## src/rtl/stream_packetizer.sv

```systemverilog
// -----------------------------------------------------------------------------
// stream_packetizer
//   Frames a valid/ready word stream into packets: up to PKT_WORDS payload
//   words followed by one checksum word (modular sum of the payload, carry
//   discarded). i_last closes a packet early. A single output register holds
//   the current output word; i_ready is combinational from that register.
//
// Ports
//   clk        single clock, rising edge
//   rst        asynchronous, active-high reset
//   i_valid    upstream word valid
//   i_ready    block accepts the upstream word this cycle
//   i_data     upstream payload word
//   i_last     upstream word closes the packet early
//   o_valid    output word valid
//   o_ready    downstream accepts the output word
//   o_data     output word (payload or checksum)
//   o_last     output word is the packet checksum
//   pkt_count  completed-packet counter (wraps at 16 bits)
//
// States
//   PAYLOAD  | accepting payload words, forwarding them to the output register
//   CHECKSUM | packet closed; loading the checksum when the output slot frees
// -----------------------------------------------------------------------------
module stream_packetizer #(
    parameter int DATA_LENGHT = 16,
    parameter int PKT_WORDS   = 8
) (
    input  logic                   clk,
    input  logic                   rst,
    input  logic                   i_valid,
    output logic                   i_ready,
    input  logic [DATA_LENGHT-1:0] i_data,
    input  logic                   i_last,
    output logic                   o_valid,
    input  logic                   o_ready,
    output logic [DATA_LENGHT-1:0] o_data,
    output logic                   o_last,
    output logic [15:0]            pkt_count
);

    // One extra bit so PKT_WORDS itself stays representable.
    localparam int                CNT_W    = $clog2(PKT_WORDS) + 1;
    localparam logic [CNT_W-1:0]  LAST_IDX = CNT_W'(PKT_WORDS - 1);

    typedef enum logic {
        PAYLOAD  = 1'b0,
        CHECKSUM = 1'b1
    } state_t;

    state_t                 state_q;
    logic [DATA_LENGHT-1:0] sum_q;
    logic [DATA_LENGHT-1:0] sum_d;
    logic [CNT_W-1:0]       cnt_q;
    logic [CNT_W-1:0]       cnt_d;
    logic [DATA_LENGHT-1:0] o_data_q;
    logic                   o_last_q;
    logic                   o_valid_q;
    logic [15:0]            pkt_count_q;

    logic slot_free;
    logic in_xfer;
    logic close_pkt;

    assign slot_free = !o_valid_q || o_ready;
    assign i_ready   = (state_q == PAYLOAD) && slot_free && !rst;
    assign in_xfer   = i_valid && i_ready;

    // Carry out of the top bit is dropped by the width of sum_d.
    assign sum_d     = sum_q + i_data;
    assign cnt_d     = cnt_q + CNT_W'(1);
    assign close_pkt = (cnt_q == LAST_IDX) || i_last;

    always_ff @(posedge clk or posedge rst) begin
        if (rst) begin
            state_q     <= PAYLOAD;
            sum_q       <= '0;
            cnt_q       <= '0;
            o_data_q    <= '0;
            o_last_q    <= 1'b0;
            o_valid_q   <= 1'b0;
            pkt_count_q <= '0;
        end else begin
            case (state_q)
                PAYLOAD: begin
                    if (in_xfer) begin
                        o_data_q  <= i_data;
                        o_last_q  <= 1'b0;
                        o_valid_q <= 1'b1;
                        sum_q     <= sum_d;
                        cnt_q     <= cnt_d;
                        if (close_pkt) begin
                            state_q <= CHECKSUM;
                        end
                    end else if (slot_free) begin
                        o_valid_q <= 1'b0;
                    end
                end
                CHECKSUM: begin
                    if (slot_free) begin
                        o_data_q    <= sum_q;
                        o_last_q    <= 1'b1;
                        o_valid_q   <= 1'b1;
                        sum_q       <= '0;
                        cnt_q       <= '0;
                        pkt_count_q <= pkt_count_q + 16'd1;
                        state_q     <= PAYLOAD;
                    end
                end
                default: begin
                    state_q <= PAYLOAD;
                end
            endcase
        end
    end

    assign o_data    = o_data_q;
    assign o_last    = o_last_q;
    assign o_valid   = o_valid_q;
    assign pkt_count = pkt_count_q;

endmodule

```

## config.mk

```make
export PLATFORM = sky130hd
export DESIGN_NAME = stream_packetizer
export DESIGN_NICKNAME = d
export VERILOG_FILES = /design/src/rtl/stream_packetizer.sv
export SDC_FILE = /design/constraint.sdc
export NUM_CORES = 1
export LEC_CHECK = 0
export CORE_ASPECT_RATIO = 0.8
export CORE_MARGIN = 5
export CORE_UTILIZATION = 58
export CTS_BUF_LIST = sky130_fd_sc_hd__clkbuf_4 sky130_fd_sc_hd__clkbuf_8
export CTS_CLUSTER_SIZE = 8
export DETAILED_ROUTE_END_ITERATION = 12
export PLACE_DENSITY = 0.85
export SETUP_SLACK_MARGIN = 0.05
export SYNTH_ARGS = -nofsm -noshare
export SYNTH_HDL_FRONTEND = slang
export SYNTH_SLANG_ARGS = --single-unit
```

## constraint.sdc

```tcl
create_clock -name clk -period 4.5 [get_ports clk]
set_clock_uncertainty 0.05 [all_clocks]
set_input_delay 0.9 -clock clk [delete_from_list [all_inputs] [get_ports clk]]
set_output_delay 0.9 -clock clk [all_outputs]
set_load 0.03 [all_outputs]
```

======== Word level (Yosys, flattened, before mapping) ========
Index checks and enable logic that the tools add are counted.
word-level totals
  logic and storage cells ................. 44
  bits in registers ....................... 55
  output and inout port bits .............. 35
  input bits .............................. 21
operators by class
  bitwise operators ....................... 1
  muxes and demuxes ....................... 19
  eq/ne operators ......................... 4
  reduce and logical (&&, ||, !) cells .... 10
  add/sub/neg operators ................... 3
operator list
  operator                 count
  $mux W16                 4
  $pmux W16 S2             2
  $add A16 B1 Y16 const B  1
  $add A16 B16 Y16         1
  $mux W4                  2
  $pmux W4 S2              1
  $mux W1                  7
  $pmux W1 S2              3
  $reduce_and A2 Y1        3
  $add A4 B1 Y4 const B    1
  $eq A4 B3 Y1 const B     1
  $logic_and A1 B1 Y1      3
  $ne A3 B3 Y1 const B     1
  $logic_not A1 Y1         2
  $logic_or A1 B1 Y1       2
  $ne A2 B1 Y1 const B     1
  $ne A2 B2 Y1 const B     1
  $not A1 Y1               1

======== Longest topological paths before layout ========
  depth in word-level cells ............... 7
  mapped depth ............................ 9
  gate-level depth less buffers ........... 9

======== Worst setup path before layout ========
OpenSTA, ideal clock, no wires.
  kind .................................... input -> output
  from .................................... input o_ready
  to ...................................... output i_ready
  stages on the path ...................... 2
  path buffers ............................ 0
  setup slack ............................. 1.940 ns
  arrival time ............................ 1.610 ns
  required time ........................... 3.550 ns
  cell sequence ........................... nor2b_1 nor3_1
on the way
  cells in the longest elaborated chain, start to end .. 3
ends and longest elaborated chain
  what                               RTL line  RTL
  start, declared                    36        input logic o_ready,
  $logic_or A1 B1 Y1                 65        assign slot_free = !o_valid_q || o_ready;
  $logic_and A1 B1 Y1 (2 in series)  66        assign i_ready = (state_q == PAYLOAD) && slot_free && !rst;
  end, declared                      32        output logic i_ready,
Every way passes these cells.

======== Worst setup path in the final report ========
Same ends and word-level chain as after synthesis.

==> impl_metrics.ini <==
[logic_synthesis]
synth_edf_count = 0
ys_types = 45
synthSimpleGateAreaFrac = 0.133
ys_seq_area_frac = 0.465
synthAdderAreaFrac = 0.0786
synth.ff_latch_count = 55
synthXorXnorAreaFrac = 0.0828
synth_top_family_by_area = compound AO/OA/AOI/OAI gates
synth_compound_area_frac = 0.177
muxShareOfSynthArea = 0.0308
synth_area_leaders = dfrtp_1 (46%), ha_1 (7.2%), xnor2_1 (5.3%)
synthesis.nets = 335
ys.flop_type = dfrtp_1
netlist_area_um2 = 2960
avgSynthCellArea_um2 = 10.0
async_flop_share = 1.00
syn_inst = 296
synth.most_common_cell = dfrtp_1
yosysWarnings = 0
synth_top_area_cell = dfrtp_1
synth.top_cell.area_share = 0.465
synth_common_cells = dfrtp_1 (55), nand2_1 (40), o21ai_0 (27)

[clock_network]
cts_tree = yes
clockBufferDepth = 2
cts_buffers = 5
htreeDepth = 2
cts_root_buf = clkbuf_8
insertion_delay_ns = 0.31
cts_hold_buf = 0
postCtsSetupBuffers = 0
cts_sinks = 55
post_cts_resized = 0
clkTransAtPathRegs_ns = 0.10

[sta]
rsz0062_at_grt = no
finalCriticalPeriod_ns = 3.21
max-slew-margin-rel = 0.545
hold_violations = 0
totalNegativeSetupSlack_ns = 0
fmax_mhz = 311
worst_pin_slew_ns = 0.683
period_share = 0.714
finalMaxSlewViolations = 0
setup_viol = 0

[power]
p_int_mw = 1.30
peakVddDrop_v = 0.000459
p_leak_nw = 1.66
switching_share = 0.431
power_frac_seq = 0.355
p_sw_uw = 983
power_frac_comb = 0.512
clock_power_share = 0.133
power.density_nw_per_um2 = 620
total_power_mw = 2.28

[floorplan]
die_width_um = 89.9
rows = 23
core_area_um2 = 4980
design.die.area_um2 = 6640
dieHeight_um = 73.9
io_pins = 56
initial_utilization = 0.595

[grt]
grt_antenna_before_repair = 0
grt.total_usage = 0.204
grt_max_degree = 56
grt_overflow_total = 0
grt_first_pass_wirelength_um = 11100
grt_pass1_vias = 2289

[routing]
viasPerCell = 5.76
drt_wl_total_um = 6460
drtPass1Iterations = 7
vias = 2385
wire_per_inst_um = 15.6
drc = 0
drt_iter0_markers = 166
ant_nets = 0

[critical_path]
end_kind = output port
critPathSlowestCell = clkdlybuf4s50_1
path_buf_inv = 2
worst_setup_path_start_kind = primary input
cp_top_family = buffers and inverters
path_class = in -> out
max_stage_delay_ns = 0.70
crit_chain = clkdlybuf4s50_1 -> nor2b_1 -> nor3_1 -> clkdlybuf4s50_1
cp.required_ns = 3.55
cp.arrival_ns = 2.26
path_max_fanout = 4
path_common_cell = clkdlybuf4s50_1

[min_path]
hold_path_class = reg -> reg

[place]
hpwl_um = 4560
gp_congestion = 0.865
numPortBuffers = 55

[layout]
layout-drive-gt1-share = 0.0568
area_growth_pct = 24.2
seqCellArea_um2 = 1380
multi_input_area_um2 = 1490
nNetsFinal = 390
antennaDiodeCount = 0
fillers = 367

[job]
max-cap-violations = 0

[outcome]
status = complete, no violations
==> per-layer routing <==
metal	track usage	vias up	routed length, um
met5	0	-	0
met4	0.0793	0	151
met2	0.308	61	2900
li1	-	1165	-
met3	0.0440	16	341
met1	0.293	1143	3070
==> worst paths after layout <==
| check | from | end | slack [ns] | cells after the start |
|---|---|---|---|---|
| worst max-delay path | o_ready | i_ready | 1.29 | 4 |
| worst min-delay path | pkt_count[15] | pkt_count[15] | 0.44 | 1 |
| worst max register to register | sum_q[0] | sum_q[10] | 2.12 | 9 |
| worst min register to register | pkt_count[15] | pkt_count[15] | 0.44 | 1 |
| max in group asynchronous | rst | sum_q[8] | 2.85 | 3 |
| min in group asynchronous | rst | pkt_count[0] | 1.10 | 3 |
==> power by group through the flow <==
stage               registers, mW  logic (mW)  clock network, mW
global placement            0.812        1.14                  0
finish                      0.810        1.17              0.302
CTS                         0.811        1.17              0.307
global route                0.841        1.28              0.331
detailed placement          0.819        1.16                  0
floorplan                   0.979       0.618                  0
==> worst reg2reg max path, cell delays in order, from the launching register on <==
cell      delay (ns)
dfrtp_1         0.39
ha_1            0.19
inv_1           0.06
fa_1            0.39
nor2b_1         0.16
o211ai_1        0.13
a21oi_1         0.38
a31oi_1         0.16
xnor2_1         0.20
o21ai_0         0.13
==> sequential cells by signal, indices dropped and copies added (netlist names) <==
name and flops:
state_q 1, o_data 16, sum_q 16, pkt_count 16, cnt_q 4, o_valid 1
o_last 1
==> layout by cell type, fill, tap and decap left out, types with 4 or more instances in the layout <==
cell and count:
a21oi_1 15, o211ai_1 4, nand4_1 6, nor2b_1 4, ha_1 17, clkdlybuf4s50_1 55, xnor2_1 18, nor2_1 13
nand3_1 8, dfrtp_1 55, a222oi_1 9, clkbuf_8 7, mux2i_1 8, nand2_1 40, inv_1 14, xor2_1 10
o21ai_0 27
==> through the flow <==
stage	util	hold WS [ns]	instances	area (um^2)	setup slack [ns]
global route	0.739	0.463	414	3680	1.25
floorplan	-	0.414	296	2960	1.94
CTS	0.739	0.436	414	3680	1.28
detailed placement	0.718	0.420	406	3570	1.24
global placement	0.718	0.412	406	3570	1.31
finish	0.739	0.437	414	3680	1.29
==> cells by family after synthesis <==
group / after synthesis
adder cells (fa/ha/maj): 18
AND/OR/NAND/NOR: 85
XOR/XNOR: 28
AO/OA/AOI/OAI: 76
buffers and inverters: 25
multiplexers: 9
flip-flops: 55
==> cell type report <==
class                      instances  share of cell area
tap                               62              0.0211
clock buffer                       7              0.0262
multi-input combinational        216               0.405
inverter                          15              0.0153
timing repair buffer              58               0.156
clock inverter                     1             0.00204
sequential                        55               0.374
Power figures use the tool's default switching activity.
